===== src/rtl/sclk_period_monitor_pkg.sv =====
// Shared definitions for the slow-clock period monitor: FSM encoding and the
// nominal half-period/tolerance values also used by the clock divider.
package sclk_period_monitor_pkg;

    typedef enum logic [1:0] {
        ST_IDLE = 2'd0,
        ST_ARM  = 2'd1,
        ST_MEAS = 2'd2,
        ST_LOCK = 2'd3
    } mon_state_e;

    localparam int DEF_CW       = 16;
    localparam int DEF_EXP_HALF = 751;
    localparam int DEF_TOL      = 8;
    localparam int DEF_LOCK_CNT = 4;
    localparam int DEF_TIMEOUT  = 2048;

    // Inclusive window test on a signed deviation from the nominal half period.
    function automatic logic within_tol(input int diff, input int tol);
        return (diff <= tol) && (diff >= -tol);
    endfunction

endpackage


===== src/rtl/sclk_period_monitor_sync_edge_det.sv =====
// Two-flop resynchroniser for the slow clock with an edge indicator and
// registered, maskable rise/fall strobes.
module sync_edge_det (
    input  logic clk_i,
    input  logic rst_i,
    input  logic async_i,
    input  logic pass_i,
    output logic edge_o,
    output logic rise_o,
    output logic fall_o
);

    logic s1_q;
    logic s2_q;
    logic prev_q;
    logic rise_q;
    logic fall_q;

    always_ff @(posedge clk_i) begin
        if (rst_i) begin
            s1_q   <= 1'b0;
            s2_q   <= 1'b0;
            prev_q <= 1'b0;
            rise_q <= 1'b0;
            fall_q <= 1'b0;
        end else begin
            s1_q   <= async_i;
            s2_q   <= s1_q;
            prev_q <= s2_q;
            rise_q <= pass_i & s2_q & ~prev_q;
            fall_q <= pass_i & ~s2_q & prev_q;
        end
    end

    assign edge_o = s2_q ^ prev_q;
    assign rise_o = rise_q;
    assign fall_o = fall_q;

endmodule


===== src/rtl/sclk_period_monitor.sv =====
// Measures each half period of a resynchronised slow clock, declares lock
// after a run of in-tolerance measurements and flags range/timeout errors.
module sclk_period_monitor
    import sclk_period_monitor_pkg::*;
#(
    parameter int CW       = DEF_CW,
    parameter int EXP_HALF = DEF_EXP_HALF,
    parameter int TOL      = DEF_TOL,
    parameter int LOCK_CNT = DEF_LOCK_CNT,
    parameter int TIMEOUT  = DEF_TIMEOUT
) (
    input  logic          clk_i,
    input  logic          rst_i,
    input  logic          en_i,
    input  logic          sclk_in_i,
    output logic          rise_o,
    output logic          fall_o,
    output logic [CW-1:0] half_period_o,
    output logic          meas_valid_o,
    output logic          locked_o,
    output logic          err_range_o,
    output logic          err_timeout_o
);

    localparam int            RW     = $clog2(LOCK_CNT + 1);
    localparam logic [CW-1:0] EXP_W  = CW'(EXP_HALF);
    localparam logic [CW-1:0] TO_W   = CW'(TIMEOUT);
    localparam logic [RW-1:0] LOCK_W = RW'(LOCK_CNT);

    mon_state_e    state_q, state_d;
    logic [CW-1:0] cnt_q, cnt_d;
    logic [CW-1:0] half_q, half_d;
    logic [RW-1:0] run_q, run_d;
    logic          meas_q, meas_d;
    logic          locked_q, locked_d;
    logic          errRange_q, errRange_d;
    logic          errTimeout_q, errTimeout_d;

    logic          edgeSeen;
    logic          strobePass;
    logic          inRange;
    logic          lockReached;
    logic          timeoutHit;
    logic [RW-1:0] runInc;
    logic signed [CW:0] diff;

    assign strobePass = en_i && (state_q != ST_IDLE);

    sync_edge_det u_sync (
        .clk_i   (clk_i),
        .rst_i   (rst_i),
        .async_i (sclk_in_i),
        .pass_i  (strobePass),
        .edge_o  (edgeSeen),
        .rise_o  (rise_o),
        .fall_o  (fall_o)
    );

    // The value measured is the count reached in the cycle the edge is seen.
    assign diff        = $signed({1'b0, cnt_q}) - $signed({1'b0, EXP_W});
    assign inRange     = within_tol(int'(diff), TOL);
    assign runInc      = run_q + RW'(1);
    assign lockReached = (runInc == LOCK_W);
    assign timeoutHit  = (cnt_q == TO_W) && !edgeSeen;

    always_ff @(posedge clk_i) begin
        if (rst_i) begin
            state_q <= ST_IDLE;
        end else begin
            state_q <= state_d;
        end
    end

    always_comb begin
        state_d = state_q;
        if (!en_i) begin
            state_d = ST_IDLE;
        end else begin
            unique case (state_q)
                ST_IDLE: state_d = ST_ARM;
                ST_ARM:  if (edgeSeen) state_d = ST_MEAS;
                ST_MEAS: begin
                    if (edgeSeen) begin
                        if (inRange && lockReached) state_d = ST_LOCK;
                    end else if (timeoutHit) begin
                        state_d = ST_ARM;
                    end
                end
                ST_LOCK: begin
                    if (edgeSeen) begin
                        if (!inRange) state_d = ST_MEAS;
                    end else if (timeoutHit) begin
                        state_d = ST_ARM;
                    end
                end
                default: state_d = ST_IDLE;
            endcase
        end
    end

    // An edge always restarts the count, which makes an edge coinciding with
    // the timeout count a normal measurement rather than a timeout.
    always_comb begin
        cnt_d        = edgeSeen ? CW'(1) : ((cnt_q == '1) ? cnt_q : cnt_q + CW'(1));
        half_d       = half_q;
        run_d        = run_q;
        meas_d       = 1'b0;
        locked_d     = locked_q;
        errRange_d   = 1'b0;
        errTimeout_d = 1'b0;
        if (!en_i || state_q == ST_IDLE) begin
            cnt_d    = '0;
            run_d    = '0;
            locked_d = 1'b0;
        end else if (state_q == ST_MEAS || state_q == ST_LOCK) begin
            if (edgeSeen) begin
                meas_d = 1'b1;
                half_d = cnt_q;
                if (!inRange) begin
                    run_d      = '0;
                    locked_d   = 1'b0;
                    errRange_d = (state_q == ST_LOCK);
                end else if (state_q == ST_MEAS) begin
                    run_d = runInc;
                    if (lockReached) locked_d = 1'b1;
                end
            end else if (timeoutHit) begin
                errTimeout_d = 1'b1;
                run_d        = '0;
                locked_d     = 1'b0;
            end
        end
    end

    always_ff @(posedge clk_i) begin
        if (rst_i) begin
            cnt_q        <= '0;
            half_q       <= '0;
            run_q        <= '0;
            meas_q       <= 1'b0;
            locked_q     <= 1'b0;
            errRange_q   <= 1'b0;
            errTimeout_q <= 1'b0;
        end else begin
            cnt_q        <= cnt_d;
            half_q       <= half_d;
            run_q        <= run_d;
            meas_q       <= meas_d;
            locked_q     <= locked_d;
            errRange_q   <= errRange_d;
            errTimeout_q <= errTimeout_d;
        end
    end

    assign half_period_o = half_q;
    assign meas_valid_o  = meas_q;
    assign locked_o      = locked_q;
    assign err_range_o   = errRange_q;
    assign err_timeout_o = errTimeout_q;

endmodule

===== config.mk =====
export PLATFORM = sky130hd
export DESIGN_NAME = sclk_period_monitor
export DESIGN_NICKNAME = d
export VERILOG_FILES = /design/src/rtl/sclk_period_monitor_pkg.sv /design/src/rtl/sclk_period_monitor_sync_edge_det.sv /design/src/rtl/sclk_period_monitor.sv
export SDC_FILE = /design/constraint.sdc
export NUM_CORES = 1
export LEC_CHECK = 0
export BUFFER_PORTS_ARGS = -buffer_cell sky130_fd_sc_hd__buf_2
export CAP_MARGIN = 20
export CORE_UTILIZATION = 36
export CTS_BUF_LIST = sky130_fd_sc_hd__clkbuf_8
export DETAILED_ROUTE_END_ITERATION = 8
export MAX_ROUTING_LAYER = met4
export PLACE_DENSITY = 0.55
export RECOVER_POWER = 50
export SYNTH_ARGS = -nofsm -noshare
export SYNTH_HDL_FRONTEND = slang
export SYNTH_SLANG_ARGS = --single-unit

===== constraint.sdc =====
create_clock -name clk_i -period 2.4 [get_ports clk_i]
set_input_delay 0.24 -clock clk_i [delete_from_list [all_inputs] [get_ports clk_i]]
set_output_delay 0.24 -clock clk_i [all_outputs]
set_load 0.05 [all_outputs]

# Word-level counts from Yosys, hierarchy flattened
# Index checks and enable logic that the tools add are counted.
[word_totals]
ff_bits = 46
in_bits = 4
output_inout_bits = 22
word_cells = 83
[classes]
addsub = 3
n_lt_le_gt_ge = 2
n_eq_ne = 12
n_mux = 20
bitwise_logic = 11
reduce_logical = 21
[ops]
columns = ["operator", "n"]
rows = [
  ["17-bit by 4-bit >= comparator with 1-bit output, second input constant", 1],
  ["17-bit by 5-bit <= comparator with 1-bit output, second input constant", 1],
  ["16-bit by 10-bit subtractor with 17-bit output, second input constant", 1],
  ["16-bit by 1-bit adder with 16-bit output, second input constant", 1],
  ["16-bit by 12-bit == test with 1-bit output, second input constant", 1],
  ["16-bit == test, second input constant", 1],
  ["2-bit 2-to-1 mux", 6],
  ["3-bit 2-to-1 mux", 4],
  ["1-bit 2-to-1 mux", 9],
  ["3-bit AND reduction", 3],
  ["2-bit case mux with 4 select lines", 1],
  ["3-bit by 2-bit != test with 1-bit output, second input constant", 2],
  ["3-bit != test, second input constant", 2],
  ["1-bit inverter", 6],
  ["3-bit OR reduction", 2],
  ["5-bit OR reduction", 1],
  ["1-bit AND", 4],
  ["2-bit == test, second input constant", 2],
  ["1-bit logical AND", 4],
  ["2-bit != test, second input constant", 2],
  ["4-bit AND reduction", 1],
  ["2-bit nonzero test", 2],
  ["2-bit OR reduction", 2],
  ["4-bit OR reduction", 1],
  ["7 further kinds", 9],
]

# Logic depth before layout (Yosys ltp)
[logic_depth]
depth_word = 7
mapped_depth = 10
mapped_depth_nobuf = 9

# By module
# From an unflattened synthesis, not the netlist that was laid out.
[hier_totals]
hier_cells = 301
area_unflattened_um2 = 2411.1
[by_module_without_submodules]
columns = ["mod", "instances", "cells_each", "area_each_um2", "seq_area_each_um2"]
rows = [
  ["sclk_period_monitor", 1, 290, 2253.4, 820.8],
  ["sync_edge_det", 1, 11, 157.7, 100.1],
]

# Worst setup path after synthesis
# Ideal clock, no wire load.
[synth_path]
kind = "reg2reg"
from = "register cnt_q[0]"
to = "register run_q[0]"
setup_time_ns = 0.114
arrival_time_ns = 2.468
slack_ns = -0.182
stages_incl_launch_ff = 11
path_buffers = 1
period_less_slack_ns = 2.582
cell_sequence = "dfxtp_1 ha_1 buf_2 a31oi_1 or3_1 a211o_2 a2111oi_0 a41oi_2 o31ai_4 xor2_1 nor2_1"
[synth_via]
elab_chain_cells = 5
elab_cells_between_ends = 11
classes_between = "add/sub: 1; order compare: 2; eq/ne: 2; mux: 2; reduce/logical: 4"
[synth_rtl]
columns = ["item", "line", "text"]
rows = [
  ["start, declared", "sclk_period_monitor.sv:31", "logic [CW-1:0] cnt_q, cnt_d;"],
  ["start signal, assigned", "sclk_period_monitor.sv:145", "cnt_q <= cnt_d;"],
  ["16-bit by 10-bit subtractor with 17-bit output", "sclk_period_monitor.sv:60", "assign diff = $signed({1'b0, cnt_q}) - $signed({1'b0, EXP_W});"],
  ["17-bit by 5-bit <= comparator with 1-bit output or 17-bit by 4-bit >= comparator with 1-bit output (tied branches)", "sclk_period_monitor_pkg.sv:20", "return (diff <= tol) && (diff >= -tol);"],
  ["1-bit logical AND", "sclk_period_monitor_pkg.sv:20", ""],
  ["3-bit by 2-bit != test with 1-bit output (no source line) or 3-bit 2-to-1 mux (tied branches)", "-", ""],
  ["3-bit AND reduction (no source line) or 3-bit 2-to-1 mux (tied branches)", "-", ""],
  ["end signal, assigned", "sclk_period_monitor.sv:147", "run_q <= run_d;"],
  ["end, declared", "sclk_period_monitor.sv:33", "logic [RW-1:0] run_q, run_d;"],
]
# Several ways; a longest one is shown, not always the timed one.
# A chain may end at the register's enable or synchronous reset.

# Final worst setup path
[layout_path]
from = "register cnt_q[9]"
to = "register run_q[0]"
# Same word-level chain as after synthesis.

==> reports/summary.json <==
{
  "synth_cells": 301,
  "wl_per_cell_um": 14.09,
  "synth_compound_area_frac": 0.1811,
  "synth_simple_gate_area_frac": 0.3038,
  "clock_sink_count": 46,
  "synth_nets": 310,
  "multi_input_comb_area_um2": 1454,
  "max-slew-margin-rel": 0.3938,
  "initial_core_util": 0.3787,
  "regArea_um2": 927.1,
  "timing.final.crit_period_ns": 2.409,
  "antenna_cells_inserted": 0,
  "routed_wl_um": 6117,
  "combinational_family_with_the_most_area_after_synthesis": "simple AND/OR/NAND/NOR gates",
  "cts_made_buffers": 5,
  "average_footprint_of_a_synthesized_cell_um2": 8.127,
  "dpl-instance-area_um2": 2899,
  "via_count_of_the_first_global_routing_pass": 2205,
  "area_delta_synth_final_pct": 22.92,
  "design_power_total_mw": 1.267,
  "clkTransAtPathRegs_ns": 0.09,
  "total_count_of_max_transition_violations_in_the_final_report": 0,
  "cts_root_buffer": "sky130_fd_sc_hd__clkbuf_8",
  "synth-warning-count": 0,
  "finish.instance_area_um2": 3007,
  "fin_nets": 365,
  "sequential_element_share_of_the_synthesized_area": 0.3765,
  "cts_buffer_depth": 2,
  "post_synth_instance_area_um2": 2446,
  "gp_congestion": 0.8994,
  "postSynth.topFlopCell": "sky130_fd_sc_hd__dfxtp_1",
  "synth_area_leaders": "sky130_fd_sc_hd__dfxtp_1 38%, sky130_fd_sc_hd__nand2_1 7.7%, sky130_fd_sc_hd__a21oi_1 6.5%, sky130_fd_sc_hd__nor2_1 3.2%, sky130_fd_sc_hd__xnor2_1 2.9%",
  "detail_route.vias_per_cell": 5.270,
  "design.portCount": 26,
  "clock.fmax_mhz": 415.1,
  "remaining_drc_errors": 2,
  "clock_insertion_delay_worst_skew_ns": 0.30,
  "nFillCells": 669,
  "cts_tree": "done",
  "tns_ns": -0.009115,
  "failed_checks": "DRC, setup timing",
  "final_hold_viol_count": 0,
  "cts_hold_buf": 0,
  "global_route.overflow_total": 0,
  "cp-end-kind": "flop",
  "grt_first_pass_wirelength_um": 10540,
  "tightest_slew_ns": 0.9093,
  "row_count": 29,
  "ant_nets": 0,
  "synth_fa_ha_area_frac": 0.02558,
  "clock_skew_ns": 0.01420,
  "hold_path.class": "in2reg",
  "die_footprint_um2": 7128,
  "ctsHtreeMaxLevel": 2,
  "power_density_nw_per_um2": 421.4,
  "outcome": "complete, but fails checks",
  "drt-pass1-iter-count": 6,
  "post-synth-top-area-fraction": 0.3765,
  "dr.first_iter.drc_count": 128,
  "route.vias.total": 2287,
  "cp_data_required_time_ns": 2.60,
  "worstSetupStartpointType": "flop",
  "dpl.hpwl_um": 4622,
  "rsz0062_at_grt": "yes",
  "final.period_utilization": 1.004,
  "vdd.ir_drop.worst_v": 0.0002306,
  "worstSetupPathType": "reg2reg",
  "synth_commonest_cells": "50 x sky130_fd_sc_hd__nand2_1, 46 x sky130_fd_sc_hd__dfxtp_1, 32 x sky130_fd_sc_hd__a21oi_1",
  "core_region_area_um2": 6459,
  "die-width_um": 84.43,
  "drv_cap": 0,
  "final_critical_path_setup_slack_ns": -0.009115,
  "chipHeight_um": 84.43,
  "number_of_antenna_violations_at_the_first_check_in_global_routing": 0,
  "yosys.cell_count.top_type": "sky130_fd_sc_hd__nand2_1",
  "port_buffers": 25,
  "setup_viol": 1,
  "pin_count_of_the_biggest_net_entering_global_routing": 21,
  "cts.repair_timing.setup_buffer_count": 0,
  "drive_gt1_frac": 0.2269,
  "worst-endpoint-arrival_ns": 2.61,
  "yosys-mux-area-fraction": 0.004092,
  "post_synth_num_cell_types": 60,
  "synth_async_sr_flop_share": 0,
  "worstPathMaxFanout": 3,
  "synth.ff_latch_count": 46,
  "synth_enable_flop_cells": 0,
  "leakage_power_of_the_design_nw": 1.072,
  "yosysTopAreaCell": "sky130_fd_sc_hd__dfxtp_1",
  "groute.usage.overall": 0.1908,
  "final_util": 0.4655,
  "synth_xor_xnor_area_share": 0.05013
}
critical path, stage by stage (launching register included):
cell                        delay [ns]
sky130_fd_sc_hd__dfxtp_1          0.31
sky130_fd_sc_hd__a211o_1          0.32
sky130_fd_sc_hd__or3_4            0.34
sky130_fd_sc_hd__a221o_1          0.36
sky130_fd_sc_hd__a2111oi_4        0.22
sky130_fd_sc_hd__a41oi_2          0.26
sky130_fd_sc_hd__o31ai_4          0.28
sky130_fd_sc_hd__xor2_1           0.18
sky130_fd_sc_hd__nor2_1           0.05
where the power goes:
| group | total, mW | switching, mW | internal [mW] | leakage, nW |
|---|---|---|---|---|
| combinational | 0.0355 | 0.0225 | 0.0129 | 0.650 |
| clock | 0.462 | 0.260 | 0.202 | 0.0493 |
| sequential | 0.770 | 0.00393 | 0.766 | 0.373 |
layout by cell type, fill, tap and decap left out, types with 7 or more instances in the layout:
cell / n
sky130_fd_sc_hd__a21oi_1: 32
sky130_fd_sc_hd__buf_4: 42
sky130_fd_sc_hd__clkbuf_1: 24
sky130_fd_sc_hd__dfxtp_1: 43
sky130_fd_sc_hd__inv_1: 7
sky130_fd_sc_hd__nand2_1: 50
sky130_fd_sc_hd__nand3_1: 11
sky130_fd_sc_hd__nor2_1: 21
sky130_fd_sc_hd__nor3_1: 8
sky130_fd_sc_hd__o21ai_0: 11
sky130_fd_sc_hd__xnor2_1: 8
through the flow:
stage	hold slack, ns	cells	setup slack [ns]
after floorplan	0.3202	301	-0.009421
after CTS	0.1449	434	-0.01913
after global routing	0.1503	434	-0.1251
final	0.1534	434	-0.009115
after detailed placement	0.4432	426	-0.1158
after global placement	0.4394	426	-0.1025
worst paths after layout:
kind	from	endpoint	depth (start not counted)	slack [ns]
max	cnt_q[9]	run_q[0]	8	-0.009
min	sclk_in_i	u_sync.s1_q	2	0.15
max reg2reg	cnt_q[9]	run_q[0]	8	-0.009
min reg2reg	half_period_o[7]	half_period_o[7]	2	0.45
cells by family (layout without fill, tap and decap cells):
family          Yosys count  in the layout
mux                       1              1
simple gates            141            141
fa+ha+maj                 5              5
flops                    46             46
buf+inv                  27             83
xor+xnor                 14             14
compound gates           67             67
routing by layer:
| layer | global-route usage | share of wire | wire length (um) |
|---|---|---|---|
| met1 | 0.2386 | 0.47 | 2901 |
| met2 | 0.3159 | 0.47 | 2869 |
| met3 | 0.03245 | 0.043 | 264 |
| met4 | 0.05855 | 0.013 | 80 |
| met5 | - | 0 | 0 |
state kept, by name, summed over array words and instances (netlist names):
signal,cells
err_range_o,1
u_sync.prev_q,1
half_period_o,16
run_q,3
err_timeout_o,1
u_sync.s1_q,1
cnt_q,16
u_sync.fall_o,1
locked_o,1
state_q,2
u_sync.rise_o,1
u_sync.s2_q,1
meas_valid_o,1
repair_timing:
item                                    CTS  global route
gates resized for setup                   5             5
cloned                                    0             0
pin swaps                                 2             5
endpoints found under the hold margin     0             0
endpoints found under the setup margin    4             5
cell type report:
cell class,count,area share
clock inverters,3,0.005826
multi-input cells,228,0.4836
flip-flops and latches,46,0.3084
inverters,6,0.007491
clock buffers,5,0.02289
repair buffers,69,0.1398
well taps,77,0.03204
No activity file was read; power rests on OpenSTA's default activity.
